File: config.mk
export PLATFORM = sky130hd
export DESIGN_NAME = fft_bin_sink_flat
export DESIGN_NICKNAME = d
export VERILOG_FILES = /design/src/rtl/fft_sink_pkg.sv /design/src/rtl/fft_bin_sink_if.sv /design/src/rtl/fft_bin_sink_fifo.sv /design/src/rtl/fft_bin_sink.sv /design/src/flat_wrapper.sv
export SDC_FILE = /design/constraint.sdc
export NUM_CORES = 2
export LEC_CHECK = 0
export CELL_PAD_IN_SITES_DETAIL_PLACEMENT = 1
export CELL_PAD_IN_SITES_GLOBAL_PLACEMENT = 1
export CORE_ASPECT_RATIO = 0.5
export CORE_MARGIN = 1.5
export CORE_UTILIZATION = 45
export DETAILED_ROUTE_END_ITERATION = 6
export MAX_ROUTING_LAYER = met4
export PLACE_DENSITY_LB_ADDON = 0.1
export SYNTH_ARGS = -nofsm -noshare
export SYNTH_HDL_FRONTEND = slang
export SYNTH_SLANG_ARGS = --single-unit
File: constraint.sdc
create_clock -name clk -period 10.45 [get_ports clk]
set_clock_uncertainty 0.15 [all_clocks]
set_input_delay 2.09 -clock clk [delete_from_list [all_inputs] [get_ports clk]]
set_output_delay 2.09 -clock clk [all_outputs]
set_load 0.02 [all_outputs]
File: src/rtl/fft_sink_pkg.sv
// fft_sink_pkg -- shared types and constants for the FFT result sink.
//   sink_state_t : frame FSM states
//   bin_idx_t    : bin index (BIN_IDX_W bits)
//   mag_t        : magnitude-squared (BIN_MAG_W bits)
//   MAX_FRAME    : frame length implied by a SAMP_NUMBER of 0
package fft_sink_pkg;

  localparam int BIN_IDX_W = 12;
  localparam int BIN_MAG_W = 32;
  localparam int MAX_FRAME = 4096;

  typedef enum logic [1:0] {
    S_IDLE  = 2'd0,
    S_RUN   = 2'd1,
    S_DRAIN = 2'd2
  } sink_state_t;

  typedef logic [BIN_IDX_W-1:0] bin_idx_t;
  typedef logic [BIN_MAG_W-1:0] mag_t;

endpackage

File: src/rtl/fft_bin_sink_if.sv
// fft_bin_sink_if -- bin input channel from the FFT core plus the
// magnitude output channel toward the downstream consumer.
//   wdata/wvalid/wready              : FFT write channel, {re[31:16], im[15:0]}
//   bin_mag/bin_index/bin_valid/bin_ready : FIFO head, popped on valid&&ready
// Modports: slave = the sink, master = whoever drives bins and pops results.
interface fft_bin_sink_if #(
  parameter int IDX_W = 12,
  parameter int MAG_W = 32
);
  logic [31:0]      wdata;
  logic             wvalid;
  logic             wready;
  logic [MAG_W-1:0] bin_mag;
  logic [IDX_W-1:0] bin_index;
  logic             bin_valid;
  logic             bin_ready;

  modport slave (
    input  wdata, wvalid, bin_ready,
    output wready, bin_mag, bin_index, bin_valid
  );

  modport master (
    output wdata, wvalid, bin_ready,
    input  wready, bin_mag, bin_index, bin_valid
  );
endinterface

File: src/rtl/fft_bin_sink_fifo.sv
// sync_fifo -- first-word-fall-through synchronous FIFO with occupancy count.
//   clk, rst (sync, active high)
//   push/din  : write when not full (or when a pop frees the slot)
//   pop       : ignored while empty
//   dout/valid: head entry, dout forced to 0 when empty
//   count     : current occupancy, 0..DEPTH
module sync_fifo #(
  parameter int WIDTH = 44,
  parameter int DEPTH = 16
) (
  input  logic                     clk,
  input  logic                     rst,
  input  logic                     push,
  input  logic [WIDTH-1:0]         din,
  input  logic                     pop,
  output logic [WIDTH-1:0]         dout,
  output logic                     valid,
  output logic [$clog2(DEPTH):0]   count
);
  localparam int AW    = $clog2(DEPTH);
  localparam int CNT_W = AW + 1;

  logic [WIDTH-1:0] mem [DEPTH];
  logic [AW-1:0]    wr_ptr, rd_ptr;
  logic             do_push, do_pop;

  assign do_pop  = pop && (count != '0);
  // full + simultaneous pop is legal: the popped slot is reused this edge
  assign do_push = push && ((count != CNT_W'(DEPTH)) || do_pop);

  always_ff @(posedge clk) begin
    if (rst) begin
      wr_ptr <= '0;
      rd_ptr <= '0;
      count  <= '0;
    end else begin
      if (do_push) wr_ptr <= wr_ptr + 1'b1;
      if (do_pop)  rd_ptr <= rd_ptr + 1'b1;
      case ({do_push, do_pop})
        2'b10:   count <= count + 1'b1;
        2'b01:   count <= count - 1'b1;
        default: count <= count;
      endcase
    end
  end

  // storage needs no reset; emptiness is tracked by count
  always_ff @(posedge clk) begin
    if (do_push) mem[wr_ptr] <= din;
  end

  assign valid = (count != '0);
  assign dout  = valid ? mem[rd_ptr] : '0;

endmodule

File: src/rtl/fft_bin_sink.sv
// fft_bin_sink -- consumer of the FFT core's result write channel.
// Tags each accepted bin with its index in the frame, squares it through a
// two-stage pipeline (products, then sum written into the FIFO), buffers
// {mag, index} in a FWFT FIFO and tracks the peak bin of each frame.
//   clk, Reset      : clock, synchronous active-high reset
//   bus (slave)     : wdata/wvalid/wready in, bin_mag/bin_index/bin_valid/bin_ready out
//   i_SAMP_NUMBER   : frame length in bins, 0 = 4096, latched on a frame's first accept
//   o_FRAME_DONE    : pulse when the frame's last bin lands in the FIFO
//   o_PEAK_INDEX/o_PEAK_MAG : largest bin of the last completed frame
// Build option: define FFT_SINK_PEAK_EN to build the peak tracker; otherwise
// the peak outputs are tied to 0.
module fft_bin_sink
  import fft_sink_pkg::*;
#(
  parameter int DEPTH = 16,
  parameter int IDX_W = BIN_IDX_W,
  parameter int MAG_W = BIN_MAG_W
) (
  input  logic             clk,
  input  logic             Reset,
  fft_bin_sink_if.slave    bus,
  input  logic [IDX_W-1:0] i_SAMP_NUMBER,
  output logic             o_FRAME_DONE,
  output logic [IDX_W-1:0] o_PEAK_INDEX,
  output logic [MAG_W-1:0] o_PEAK_MAG
);
  localparam int CNT_W = $clog2(DEPTH) + 1;

  sink_state_t      state;
  logic [IDX_W-1:0] idx;       // index the next accepted bin gets (in S_RUN)
  logic [IDX_W-1:0] last_idx;  // len-1; SAMP_NUMBER 0 wraps to 4095 = 4096 bins

  logic             acc;
  logic [IDX_W-1:0] cur_idx;
  logic             cur_last;

  // stage 1 registers
  logic             s1_vld;
  logic [MAG_W-1:0] s1_re_sq, s1_im_sq;
  logic [IDX_W-1:0] s1_idx;
  logic             s1_last;
  logic [MAG_W-1:0] s1_mag;

  logic signed [31:0] re32, im32, re_prod, im_prod;

  logic [CNT_W-1:0]       fifo_count;
  logic [MAG_W+IDX_W-1:0] fifo_dout;

  // Room is counted including the bin in stage 1, so the pipeline never stalls.
  assign bus.wready = !Reset && (state != S_DRAIN)
                      && ((fifo_count + CNT_W'(s1_vld)) < CNT_W'(DEPTH));
  assign acc        = bus.wvalid && bus.wready;

  // first bin of a frame is taken in S_IDLE before idx/last_idx are loaded
  assign cur_idx  = (state == S_IDLE) ? '0 : idx;
  assign cur_last = (state == S_IDLE) ? (i_SAMP_NUMBER == IDX_W'(1))
                                      : (idx == last_idx);

  // ---------------- frame FSM ----------------
  always_ff @(posedge clk) begin
    if (Reset) begin
      state    <= S_IDLE;
      idx      <= '0;
      last_idx <= '0;
    end else begin
      case (state)
        S_IDLE: if (acc) begin
          last_idx <= i_SAMP_NUMBER - 1'b1;
          idx      <= IDX_W'(1);
          state    <= (i_SAMP_NUMBER == IDX_W'(1)) ? S_DRAIN : S_RUN;
        end
        S_RUN: if (acc) begin
          idx <= idx + 1'b1;
          if (idx == last_idx) state <= S_DRAIN;
        end
        // leave once the last bin is in the FIFO (FRAME_DONE cycle)
        S_DRAIN: if (o_FRAME_DONE) state <= S_IDLE;
        default: state <= S_IDLE;
      endcase
    end
  end

  // ---------------- squarer pipeline ----------------
  assign re32    = 32'(signed'(bus.wdata[31:16]));
  assign im32    = 32'(signed'(bus.wdata[15:0]));
  assign re_prod = re32 * re32;
  assign im_prod = im32 * im32;
  // each square <= 2^30, so the sum fits unsigned 32 bits
  assign s1_mag  = s1_re_sq + s1_im_sq;

  always_ff @(posedge clk) begin
    if (Reset) begin
      s1_vld       <= 1'b0;
      s1_re_sq     <= '0;
      s1_im_sq     <= '0;
      s1_idx       <= '0;
      s1_last      <= 1'b0;
      o_FRAME_DONE <= 1'b0;
    end else begin
      s1_vld <= acc;
      if (acc) begin
        s1_re_sq <= MAG_W'(re_prod);
        s1_im_sq <= MAG_W'(im_prod);
        s1_idx   <= cur_idx;
        s1_last  <= cur_last;
      end
      o_FRAME_DONE <= s1_vld && s1_last;
    end
  end

  // ---------------- result FIFO (stage 2 write) ----------------
  sync_fifo #(.WIDTH(MAG_W + IDX_W), .DEPTH(DEPTH)) u_fifo (
    .clk   (clk),
    .rst   (Reset),
    .push  (s1_vld),
    .din   ({s1_mag, s1_idx}),
    .pop   (bus.bin_ready),
    .dout  (fifo_dout),
    .valid (bus.bin_valid),
    .count (fifo_count)
  );

  assign bus.bin_mag   = fifo_dout[MAG_W+IDX_W-1:IDX_W];
  assign bus.bin_index = fifo_dout[IDX_W-1:0];

  // ---------------- peak tracker ----------------
`ifdef FFT_SINK_PEAK_EN
  logic [MAG_W-1:0] run_mag;
  logic [IDX_W-1:0] run_idx;
  logic             take;

  // strictly greater keeps the earlier index on ties; bin 0 seeds the frame
  assign take = (s1_idx == '0) || (s1_mag > run_mag);

  always_ff @(posedge clk) begin
    if (Reset) begin
      run_mag      <= '0;
      run_idx      <= '0;
      o_PEAK_MAG   <= '0;
      o_PEAK_INDEX <= '0;
    end else if (s1_vld) begin
      if (take) begin
        run_mag <= s1_mag;
        run_idx <= s1_idx;
      end
      if (s1_last) begin
        o_PEAK_MAG   <= take ? s1_mag : run_mag;
        o_PEAK_INDEX <= take ? s1_idx : run_idx;
      end
    end
  end
`else
  assign o_PEAK_MAG   = '0;
  assign o_PEAK_INDEX = '0;
`endif

endmodule

File: src/flat_wrapper.sv
// flat-port wrapper written by rule: the top's interface ports become plain ports
module fft_bin_sink_flat import fft_sink_pkg::*;
#(
  parameter int DEPTH = 16,
  parameter int IDX_W = BIN_IDX_W,
  parameter int MAG_W = BIN_MAG_W
)
  (clk, Reset, i_SAMP_NUMBER, o_FRAME_DONE, o_PEAK_INDEX, o_PEAK_MAG, bus_wdata, bus_wvalid, bus_bin_ready, bus_wready, bus_bin_mag, bus_bin_index, bus_bin_valid);
  fft_bin_sink_if #(.IDX_W(IDX_W), .MAG_W(MAG_W)) bus_i ();
  input  logic clk;
  input  logic Reset;
  input  logic [IDX_W-1:0] i_SAMP_NUMBER;
  output logic o_FRAME_DONE;
  output logic [IDX_W-1:0] o_PEAK_INDEX;
  output logic [MAG_W-1:0] o_PEAK_MAG;
  input wire logic [$bits(bus_i.wdata)-1:0] bus_wdata;
  input wire logic [$bits(bus_i.wvalid)-1:0] bus_wvalid;
  input wire logic [$bits(bus_i.bin_ready)-1:0] bus_bin_ready;
  output wire logic [$bits(bus_i.wready)-1:0] bus_wready;
  output wire logic [$bits(bus_i.bin_mag)-1:0] bus_bin_mag;
  output wire logic [$bits(bus_i.bin_index)-1:0] bus_bin_index;
  output wire logic [$bits(bus_i.bin_valid)-1:0] bus_bin_valid;
  assign bus_i.wdata = bus_wdata;
  assign bus_i.wvalid = bus_wvalid;
  assign bus_i.bin_ready = bus_bin_ready;
  assign bus_wready = bus_i.wready;
  assign bus_bin_mag = bus_i.bin_mag;
  assign bus_bin_index = bus_i.bin_index;
  assign bus_bin_valid = bus_i.bin_valid;
  fft_bin_sink #(.DEPTH(DEPTH), .IDX_W(IDX_W), .MAG_W(MAG_W)) u_core (.clk(clk), .Reset(Reset), .bus(bus_i), .i_SAMP_NUMBER(i_SAMP_NUMBER), .o_FRAME_DONE(o_FRAME_DONE), .o_PEAK_INDEX(o_PEAK_INDEX), .o_PEAK_MAG(o_PEAK_MAG));
endmodule
==> results.yml <==
floorplan:
  initial_core_util_pct: 45.4
  die_h_um: 241
  die_w_um: 480
  core_um2: 113000
  dieArea_um2: 116000
  fp-row-count: 87
  ios: 139
logic_synthesis:
  synthCells: 3801
  async_flop_share_pct: 0
  syn-mean-instance-area_um2: 13.5
  yosysMostFrequentCell: "edfxtp_1"
  synth_edf_count: 704
  netlist_area_um2: 51100
  synth_seq_cells: 824
  yosysWarnings: 0
  ys.flop_type: "edfxtp_1"
  synth_area_leaders: "edfxtp_1, fa_1, mux4_2, ha_1, inv_1"
  synth_area_leader_cell: "edfxtp_1"
  synth_cell_type_count: 87
  synth_top_area_share_pct: 41.3
  yosys-top-cells-count: "edfxtp_1, inv_1, fa_1"
  ys_seq_area_share_pct: 46.0
worst_setup_path:
  r2r-start: "u_core.s1_im_sq[4]"
  cp-end-kind: "flip-flop"
  cp.required_ns: 10.88
  timing.rr.end: "u_core.u_fifo.mem[7][43]"
  critPathArrivalTime_ns: 8.85
  cp-startpoint: "bus_wdata[8]"
  rrSetupSlack_ns: 6.43
  crit_path_end: "u_core.s1_im_sq[30]"
  critical_path_class: "in -> reg"
  path_max_fanout: 16
  reg2reg_depth: 9
  startpoint_type: "input port"
run:
  drv_cap: 0
grt:
  grt.overflow.total: 0
  grt_pass1_vias: 32100
  antenna_found_initial: 10
  grt_max_degree: 72
  grtUsageTotal_pct: 22.8
  grt_first_pass_wirelength_um: 191000
placed_design:
  dpl.hpwl_um: 84300
  gp_congestion: 0.804
  dp_cells: 5323
  post-place-ws_ns: 1.39
  port_buffers: 94
route:
  via_count: 29400
  dr.pass1.iters: 5
  post_drt_wl_per_cell_um: 22.8
  drcViolationCount: 0
  final_antenna_net_count: 0
  vias_per_cell: 5.38
  drt-initial-drc-count: 1869
  totalWireLength_um: 124000
clock_tree:
  cts_hold_buffers: 0
  root_buffer: "clkbuf_16"
  clk_latency_ns: 0.67
  cts_resized: 0
  clk_path_buf_depth: 3
  post_cts_buffers: 0
  clkSlewWorstSetupHoldPaths_ns: 0.06
  tritoncts: "done"
  cts.sinks: 824
  h-tree-depth: 3
  cts_made_buffers: 77
sta:
  finalHoldViolCount: 0
  finalCritPeriodShare_pct: 80.6
  tns_ns: 0
  slew_headroom_pct: 12.6
  worstMarginPinSlew_ns: 1.30
  drv_slew: 0
  setup_viol: 0
  rsz0062_at_grt: "false"
  fin_crit_ns: 8.42
  holdWs_ns: 0.309
  fin_ws_ns: 2.03
  clock.fmax_mhz: 119
hold_path:
  worstHoldStart: "u_core.s1_re_sq[19]"
  hold_class: "reg -> reg"
layout:
  final_nets: 4629
  stdcell_count: 5466
  syn2layout_area_growth_pct: 10.4
  drive_gt1_share_pct: 12.1
status:
  outcome: "complete, no violations"
[routing by layer]
layer / GRT usage [%] / wire [um] / up-vias
li1: - / - / 13000
met1: 31.0 / 55900 / 15700
met2: 37.3 / 60700 / 553
met3: 3.01 / 5760 / 134
met4: 4.34 / 2080 / 0
met5: - / 0 / -
[how the worst min path moves through the flow]
stage / endpoint / slack (ns) / cells past startpoint
final: u_core.s1_re_sq[19] / 0.31 / 2
after global placement: u_core.s1_re_sq[4] / 0.30 / 2
after floorplan: u_core.s1_re_sq[11] / 0.29 / 2
after CTS: u_core.s1_re_sq[4] / 0.31 / 2
after global routing: u_core.s1_im_sq[17] / 0.33 / 2
after detailed placement: u_core.s1_re_sq[4] / 0.30 / 2
[area by class of cell]
class | instances | area (um^2)
tap | 1513 | 1890
multi-input combinational | 2179 | 24700
clock inverter | 47 | 423
inverter | 656 | 2460
sequential | 824 | 23600
antenna | 2 | 5.00
clock buffer | 94 | 2030
timing repair buffer | 151 | 1360
fill | 11200 | 56200
[worst max-delay path: stages]
cell,delay (ns)
clkdlybuf4s50_1,0.96
inv_1,0.25
nor2_1,0.26
inv_1,0.08
fa_1,0.48
inv_1,0.05
fa_1,0.54
inv_1,0.05
fa_1,0.51
inv_1,0.06
fa_1,0.38
fa_1,0.52
inv_1,0.05
fa_1,0.47
inv_1,0.04
ha_1,0.37
and3_1,0.21
o21ai_1,0.12
or3_1,0.40
o211ai_1,0.34
a21boi_1,0.13
or3_1,0.32
a31oi_1,0.15
[state kept, by name, summed over array words and instances, names as in the netlist, named ones only]
signal / flops
u_core.u_fifo.mem: 704
u_core.s1_im_sq: 31
u_core.s1_re_sq: 31
u_core.idx: 12
u_core.last_idx: 12
u_core.s1_idx: 12
u_core.u_fifo.count: 5
u_core.u_fifo.rd_ptr: 4
u_core.u_fifo.wr_ptr: 4
u_core.state: 2
u_core.o_FRAME_DONE: 1
u_core.s1_last: 1
u_core.s1_vld: 1
[cells by family after synthesis]
logic type	count (synthesis)	synth area share [%]
other	1	0.00733
XOR/XNOR	144	2.47
AO/OA/AOI/OAI	338	4.44
adder cells (fa/ha/maj)	692	23.8
buffers and inverters	841	6.55
multiplexers	228	9.85
flip-flops	824	46.0
AND/OR/NAND/NOR	733	6.82
[stage by stage]
step           instance area, um^2  utilization, %
6_report                     56400            50.1
5_1_grt                      56400            50.1
4_1_cts                      56400            50.1
3_5_place_dp                 54000            47.9
3_3_place_gp                 54000            47.9
2_1_floorplan                51300               -
[layout by cell type, fill, tap and decap left out, drive strengths merged, types with 62 or more instances in the layout]
| cell type | instances |
|---|---|
| a21oi | 117 |
| and2 | 132 |
| clkbuf | 94 |
| clkdlybuf4s50 | 93 |
| dfxtp | 120 |
| edfxtp | 704 |
| fa | 469 |
| ha | 223 |
| inv | 658 |
| mux4 | 220 |
| nand2 | 287 |
| nor2 | 147 |
| o21ai | 62 |
| xnor2 | 96 |
Power is left out: the tool's default activity adds up to more than one toggle a clock period on the data nets, which glitch-free logic cannot reach.
